<file path="src/rtl/nfu_ctrl_pkg.sv">
// Shared types for the NFU sequencing controller: FSM states and the in-flight block tag.
package nfu_ctrl_pkg;

    localparam int TAG_O_W = 16;

    typedef enum logic [1:0] {
        IDLE,
        COEF,
        ISSUE,
        DRAIN
    } state_t;

    typedef struct packed {
        logic               valid;
        logic               first;
        logic               last;
        logic [TAG_O_W-1:0] o;
    } tag_t;

endpackage

</file>
<file path="src/rtl/nfu_tag_pipe.sv">
// Shift register of block tags; taps[k] is the tag issued k cycles ago (taps[0] = current issue).
module nfu_tag_pipe
    import nfu_ctrl_pkg::*;
#(
    parameter int DEPTH = 6
) (
    input  logic                   clk,
    input  logic                   rst_n,
    input  tag_t                   tag_in,
    output tag_t [DEPTH-1:0]       taps
);

    tag_t [DEPTH-1:1] pipe_q;

    always_ff @(posedge clk or negedge rst_n) begin
        if (!rst_n) begin
            pipe_q <= '0;
        end else begin
            pipe_q[1] <= tag_in;
            for (int k = 2; k < DEPTH; k++) begin
                pipe_q[k] <= pipe_q[k-1];
            end
        end
    end

    always_comb begin
        taps    = '0;
        taps[0] = tag_in;
        for (int k = 1; k < DEPTH; k++) begin
            taps[k] = pipe_q[k];
        end
    end

endmodule

</file>
<file path="src/rtl/nfu_ctrl.sv">
// NFU pipeline sequencer: coefficient load, block issue, NBout read/load/write timing.
// Optional performance counters are built when NFU_CTRL_PERF_EN is defined.
module nfu_ctrl
    import nfu_ctrl_pkg::*;
#(
    parameter int ADDR_W      = 10,
    parameter int CNT_W       = 10,
    parameter int NFU2_LAT    = 4,
    parameter int NFU3_LAT    = 2,
    parameter int SIG_ENTRIES = 16
) (
    input  logic              clk,
    input  logic              rst_n,
    input  logic              i_start,
    input  logic              i_load_coef,
    input  logic [CNT_W-1:0]  i_num_in_blk,
    input  logic [CNT_W-1:0]  i_num_out_blk,
    input  logic              i_accum_nbout,
    input  logic              i_partial_out,
    input  logic              i_stall,
    input  logic              i_coef_valid,
    output logic              o_coef_ready,
    output logic              o_load_sigmoid_coef,
    output logic              o_nbin_rd_en,
    output logic [ADDR_W-1:0] o_nbin_addr,
    output logic              o_sb_rd_en,
    output logic [ADDR_W-1:0] o_sb_addr,
    output logic              o_nbout_rd_en,
    output logic              o_nbout_zero,
    output logic              o_load_nbout,
    output logic [ADDR_W-1:0] o_nbout_addr,
    output logic              o_nbout_wr_en,
    output logic              o_nbout_nfu2_nfu3,
    output logic              o_busy,
    output logic              o_done
`ifdef NFU_CTRL_PERF_EN
    ,
    output logic [31:0]       o_perf_busy_cycles,
    output logic [31:0]       o_perf_stall_cycles
`endif
);

    localparam int DEPTH  = NFU2_LAT + NFU3_LAT;
    localparam int COEF_W = $clog2(SIG_ENTRIES + 1);
    // Next block's NFU-2/NFU-3 load must land after the previous block's NFU-3 write.
    localparam logic [7:0] GAP = 8'(NFU3_LAT + 1);
    localparam logic [CNT_W-1:0] ONE = CNT_W'(1);

    state_t              state;
    logic [CNT_W-1:0]    num_in_q, num_out_q, j_q, o_q, pend_q;
    logic                accum_q, partial_q;
    logic [ADDR_W-1:0]   sb_q;
    logic [7:0]          gap_q;
    logic [COEF_W-1:0]   coef_cnt_q;
    logic [TAG_O_W-1:0]  pend_o_q;
    tag_t                iss_tag_q;
    tag_t [DEPTH-1:0]    taps;
    tag_t                rd_tap, ld_tap, wr_tap;
    logic                rd_req, wr_req, zero_req, pipe_empty, coef_beat;

    nfu_tag_pipe #(.DEPTH(DEPTH)) u_tag_pipe (
        .clk    (clk),
        .rst_n  (rst_n),
        .tag_in (iss_tag_q),
        .taps   (taps)
    );

    assign rd_tap    = taps[NFU2_LAT-3];
    assign ld_tap    = taps[NFU2_LAT-2];
    assign wr_tap    = partial_q ? taps[NFU2_LAT-1] : taps[DEPTH-1];
    assign rd_req    = accum_q & rd_tap.valid & rd_tap.first;
    assign zero_req  = !accum_q & ld_tap.valid & ld_tap.first;
    assign wr_req    = wr_tap.valid & wr_tap.last;
    assign coef_beat = i_coef_valid & o_coef_ready;
    assign o_load_sigmoid_coef = coef_beat;

    always_comb begin
        pipe_empty = 1'b1;
        for (int k = 0; k < DEPTH; k++) begin
            if (taps[k].valid && (k < (partial_q ? NFU2_LAT : DEPTH))) pipe_empty = 1'b0;
        end
    end

    always_ff @(posedge clk or negedge rst_n) begin
        if (!rst_n) begin
            state             <= IDLE;
            num_in_q          <= '0;
            num_out_q         <= '0;
            j_q               <= '0;
            o_q               <= '0;
            pend_q            <= '0;
            pend_o_q          <= '0;
            accum_q           <= 1'b0;
            partial_q         <= 1'b0;
            sb_q              <= '0;
            gap_q             <= '0;
            coef_cnt_q        <= '0;
            iss_tag_q         <= '0;
            o_coef_ready      <= 1'b0;
            o_nbin_rd_en      <= 1'b0;
            o_nbin_addr       <= '0;
            o_sb_rd_en        <= 1'b0;
            o_sb_addr         <= '0;
            o_nbout_rd_en     <= 1'b0;
            o_nbout_zero      <= 1'b0;
            o_load_nbout      <= 1'b0;
            o_nbout_addr      <= '0;
            o_nbout_wr_en     <= 1'b0;
            o_nbout_nfu2_nfu3 <= 1'b0;
            o_busy            <= 1'b0;
            o_done            <= 1'b0;
        end else begin
            o_done            <= 1'b0;
            o_nbin_rd_en      <= 1'b0;
            o_sb_rd_en        <= 1'b0;
            iss_tag_q         <= '0;
            o_nbout_rd_en     <= 1'b0;
            o_nbout_wr_en     <= wr_req;
            o_nbout_nfu2_nfu3 <= wr_req & partial_q;
            o_load_nbout      <= accum_q ? o_nbout_rd_en : zero_req;
            o_nbout_zero      <= zero_req;

            // Writes own the NBout address; colliding reads queue up in o order.
            if (wr_req) begin
                o_nbout_addr <= ADDR_W'(wr_tap.o);
                if (rd_req) begin
                    if (pend_q == '0) pend_o_q <= rd_tap.o;
                    pend_q <= pend_q + ONE;
                end
            end else if (pend_q != '0) begin
                o_nbout_rd_en <= 1'b1;
                o_nbout_addr  <= ADDR_W'(pend_o_q);
                pend_o_q      <= pend_o_q + 1'b1;
                if (!rd_req) pend_q <= pend_q - ONE;
            end else if (rd_req) begin
                o_nbout_rd_en <= 1'b1;
                o_nbout_addr  <= ADDR_W'(rd_tap.o);
            end

            case (state)
                IDLE: begin
                    o_busy <= 1'b0;
                    if (i_start && !o_busy) begin
                        num_in_q   <= i_num_in_blk;
                        num_out_q  <= i_num_out_blk;
                        accum_q    <= i_accum_nbout;
                        partial_q  <= i_partial_out;
                        j_q        <= '0;
                        o_q        <= '0;
                        sb_q       <= '0;
                        gap_q      <= '0;
                        coef_cnt_q <= '0;
                        o_busy     <= 1'b1;
                        if (i_load_coef) begin
                            state        <= COEF;
                            o_coef_ready <= 1'b1;
                        end else if (i_num_in_blk == '0 || i_num_out_blk == '0) begin
                            o_done <= 1'b1;
                        end else begin
                            state <= ISSUE;
                        end
                    end
                end
                COEF: begin
                    if (coef_beat) begin
                        coef_cnt_q <= coef_cnt_q + 1'b1;
                        if (coef_cnt_q == COEF_W'(SIG_ENTRIES - 1)) begin
                            o_coef_ready <= 1'b0;
                            if (num_in_q == '0 || num_out_q == '0) begin
                                o_done <= 1'b1;
                                state  <= IDLE;
                            end else begin
                                state <= ISSUE;
                            end
                        end
                    end
                end
                ISSUE: begin
                    if (gap_q != '0) begin
                        gap_q <= gap_q - 8'd1;
                    end else if (!i_stall) begin
                        o_nbin_rd_en    <= 1'b1;
                        o_sb_rd_en      <= 1'b1;
                        o_nbin_addr     <= ADDR_W'(j_q);
                        o_sb_addr       <= sb_q;
                        sb_q            <= sb_q + 1'b1;
                        iss_tag_q.valid <= 1'b1;
                        iss_tag_q.first <= (j_q == '0);
                        iss_tag_q.last  <= (j_q == num_in_q - ONE);
                        iss_tag_q.o     <= TAG_O_W'(o_q);
                        if (j_q == num_in_q - ONE) begin
                            j_q <= '0;
                            if (o_q == num_out_q - ONE) begin
                                state <= DRAIN;
                            end else begin
                                o_q <= o_q + ONE;
                                if (!partial_q) gap_q <= GAP;
                            end
                        end else begin
                            j_q <= j_q + ONE;
                        end
                    end
                end
                DRAIN: begin
                    if (pipe_empty && pend_q == '0 && !o_nbout_rd_en) begin
                        o_done <= 1'b1;
                        state  <= IDLE;
                    end
                end
                default: state <= IDLE;
            endcase
        end
    end

`ifdef NFU_CTRL_PERF_EN
    always_ff @(posedge clk or negedge rst_n) begin
        if (!rst_n) begin
            o_perf_busy_cycles  <= '0;
            o_perf_stall_cycles <= '0;
        end else if (state == IDLE && i_start && !o_busy) begin
            o_perf_busy_cycles  <= '0;
            o_perf_stall_cycles <= '0;
        end else begin
            if (o_busy && !(&o_perf_busy_cycles))
                o_perf_busy_cycles <= o_perf_busy_cycles + 32'd1;
            if (state == ISSUE && i_stall && !(&o_perf_stall_cycles))
                o_perf_stall_cycles <= o_perf_stall_cycles + 32'd1;
        end
    end
`endif

endmodule
</file>
<file path="config.mk">
export PLATFORM = sky130hd
export DESIGN_NAME = nfu_ctrl
export DESIGN_NICKNAME = d
export VERILOG_FILES = /design/src/rtl/nfu_ctrl_pkg.sv /design/src/rtl/nfu_tag_pipe.sv /design/src/rtl/nfu_ctrl.sv
export SDC_FILE = /design/constraint.sdc
export NUM_CORES = 1
export LEC_CHECK = 0
export CAP_MARGIN = 0
export CORE_AREA = 2 2 152 117
export CTS_BUF_LIST = sky130_fd_sc_hd__clkbuf_4
export DETAILED_ROUTE_END_ITERATION = 6
export DIE_AREA = 0 0 154 119
export DONT_BUFFER_PORTS = 1
export PLACE_DENSITY_LB_ADDON = 0.25
export SLEW_MARGIN = 20
export SYNTH_ARGS = -nofsm -noshare
export SYNTH_HDL_FRONTEND = slang
export SYNTH_SLANG_ARGS = --single-unit
</file>
<file path="constraint.sdc">
create_clock -name clk -period 4.78 [get_ports clk]
set_input_delay 1.195 -clock clk [delete_from_list [all_inputs] [get_ports clk]]
set_output_delay 1.195 -clock clk [all_outputs]
set_load 0.1 [all_outputs]
</file>
==> impl_metrics.ini <==
[outcome]
status = completed

[clock_network]
cts_buffers = 17
clk_path_buf_depth = 2
root_buffer = clkbuf_4
cts_tree = yes
path_clk_slew_ns = 0.18
post_cts_buffers = 0
htree_levels = 4
cts_hold_buf = 0
cts_sinks = 200
ctsResizeCount = 0
clk_latency_ns = 0.58

[logic_synthesis]
synth_edf_count = 0
ys_warn_count = 0
synth.distinct_cells = 68
synth.avg_cell_area_sq_um = 9.95
synth_area_leaders = dfrtp_1, nand2_1, a21oi_1, ha_1, o21ai_0
ys_seq_area_share_pct = 54.9
yosys.area.top_type = dfrtp_1
yosys_register_bits = 200
syn_inst = 916
syn_nets = 967
async_reset_ff_share_pct = 100
yosysTopAreaCellShare_pct = 54.9
synth_flop_cell = dfrtp_1
netlist_area_sq_mm = 0.00911

[floorplan]
start_util_pct = 53.3
die_x_um = 154
coreArea_sq_mm = 0.0171
row_count = 42
ios = 69
dieArea_sq_mm = 0.0183
dieHeight_um = 119

[worst_setup_path]
worst-setup-path-type = reg -> reg
worst-r2r-setup-slack_ns = 1.49
cpPeakStageDelay_ns = 0.85
reg2reg_depth = 8
crit_buf_inv = 4
cp.depth = 8
crit_fanout = 27
r2r-start = partial_q
worstSetupEndpointType = flip-flop
cp_slowest_cell = dfrtp_1
startpoint_type = flip-flop
worst_ep_arrival_time_ns = 3.79
path_cells = inv_1 -> a31oi_4 -> buf_4 -> inv_1 -> nor3_1 -> buf_4 -> a21oi_1 -> o21ai_0
path_delay_family = buffers and inverters
critPathLaunch = partial_q
required_ns = 5.28

[power_and_ir_drop]
ir_drop_mv = 0.273
leakage_nw = 4.49
power.total_mw = 5.06
power_density_mw_per_mm2 = 529

[timing]
finalHoldViolations = 0
drv_slew = 0
relSlewSlack_pct = 35.1
fin_skew_ns = 0.0353
worst_pin_slew_ns = 0.973
period_share_pct = 68.9
fin_setup_tns_ns = 0
rsz0062_at_grt = false
maxClockFrequency_mhz = 304
setup_viol = 0
period_needed_ns = 3.29

[routing]
vias_per_cell = 5.74
num_vias = 6493
first_pass_iters = 5
routed.top_layer = met4
dr_wl_met2_um = 7450
drtIter0Drc = 527
wl_met3_um = 1150
wirelength_um = 18500
ant_nets = 0
routedWlPerCell_um = 16.3
drc = 0
m1WireLength_um = 9600

[placed_design]
place_hpwl_um = 12600
portBuffers = 0
gp_congestion = 0.880

[global_routing]
grt_max_degree = 201
grtUsageTotal_pct = 21.1
grt_pass1_vias = 5978
grt.overflow.total = 0
antenna_found_initial = 1
grt_pass1_wl_um = 31000

[cells_and_area]
final_cell_mix = dfrtp_1, nand2_1, nor2_1, a21oi_1, o21ai_0
drive_gt1_share_pct = 6.92
fin_nets = 949
largest_reg_flops = 62
syn_to_final_growth_pct = 5.14
layout_commonest_cell = dfrtp_1

[job]
maxCapViolCount = 0

[worst_hold_path]
hold_class = in -> async
worst paths after layout:
| check | endpoint |
|---|---|
| max | o_nbout_addr[9] |
| min | pend_q[2] |
| max reg2reg | o_nbout_addr[9] |
| min reg2reg | u_tag_pipe.taps[28] |
| max in group asynchronous | u_tag_pipe.taps[27] |
| min in group clk | u_tag_pipe.taps[28] |
Yosys cell counts (all sizes together), types with 3 or more instances:
master and n:
a211oi 8, a21o 5, a21oi 60, a22o 3, a31oi 13, a41oi 3
and2 19, and3 14, buf 5, clkbuf 41, dfrtp 200, ha 22
inv 21, mux2 9, mux2i 16, nand2 171, nand2b 4, nand3 29
nand3b 3, nand4 17, nor2 64, nor2b 4, nor3 13, nor4 12
o211ai 5, o21a 3, o21ai 52, o22ai 3, o311ai 4, o31ai 6
or3 8, or4 10, xnor2 18, xor2 25
cell type report:
class | instances | area [sq um]
Timing Repair Buffer | 9 | 67.6
Inverter | 21 | 78.8
Multi-Input combinational cell | 649 | 3860
Antenna cell | 1 | 2.50
Fill cell | 1477 | 7500
Tap cell | 220 | 275
Clock buffer | 18 | 135
Sequential cell | 200 | 5010
Clock inverter | 14 | 158
layer usage:
layer,global-route usage (%),vias up
li1,-,3174
met1,33.9,3117
met2,27.8,182
met3,5.20,20
met4,6.54,0
met5,0,-
logic make-up (layout without fill, tap and decap cells):
group,count (synthesis),after routing,synth area share [%]
AND/OR/NAND/NOR,377,377,19.7
adder cells (fa/ha/maj),23,23,3.24
AO/OA/AOI/OAI,181,181,12.2
buffers and inverters,67,62,2.91
multiplexers,25,25,2.91
flip-flops,200,200,54.9
other,0,1,0
XOR/XNOR,43,43,4.13
power breakdown:
part	leakage (nW)	internal, mW	switching, mW	total [mW]
clock	0.154	0.288	0.603	0.890
combinational	1.67	0.663	0.775	1.44
sequential	2.66	1.97	0.769	2.74
per-stage QoR:
step                instance area [sq um]  cells  hold slack [ns]  setup WS, ns  utilization, %
global route                         9580   1131            0.202          1.11            56.1
global placement                     9280   1098            0.331          1.54            54.3
floorplan                            9110    916            0.331          1.45               -
detailed placement                   9280   1098            0.335          1.47            54.3
finish                               9580   1132            0.270          1.49            56.1
CTS                                  9570   1130            0.223          1.48            56.0
No activity file was read; power rests on OpenSTA's default activity.
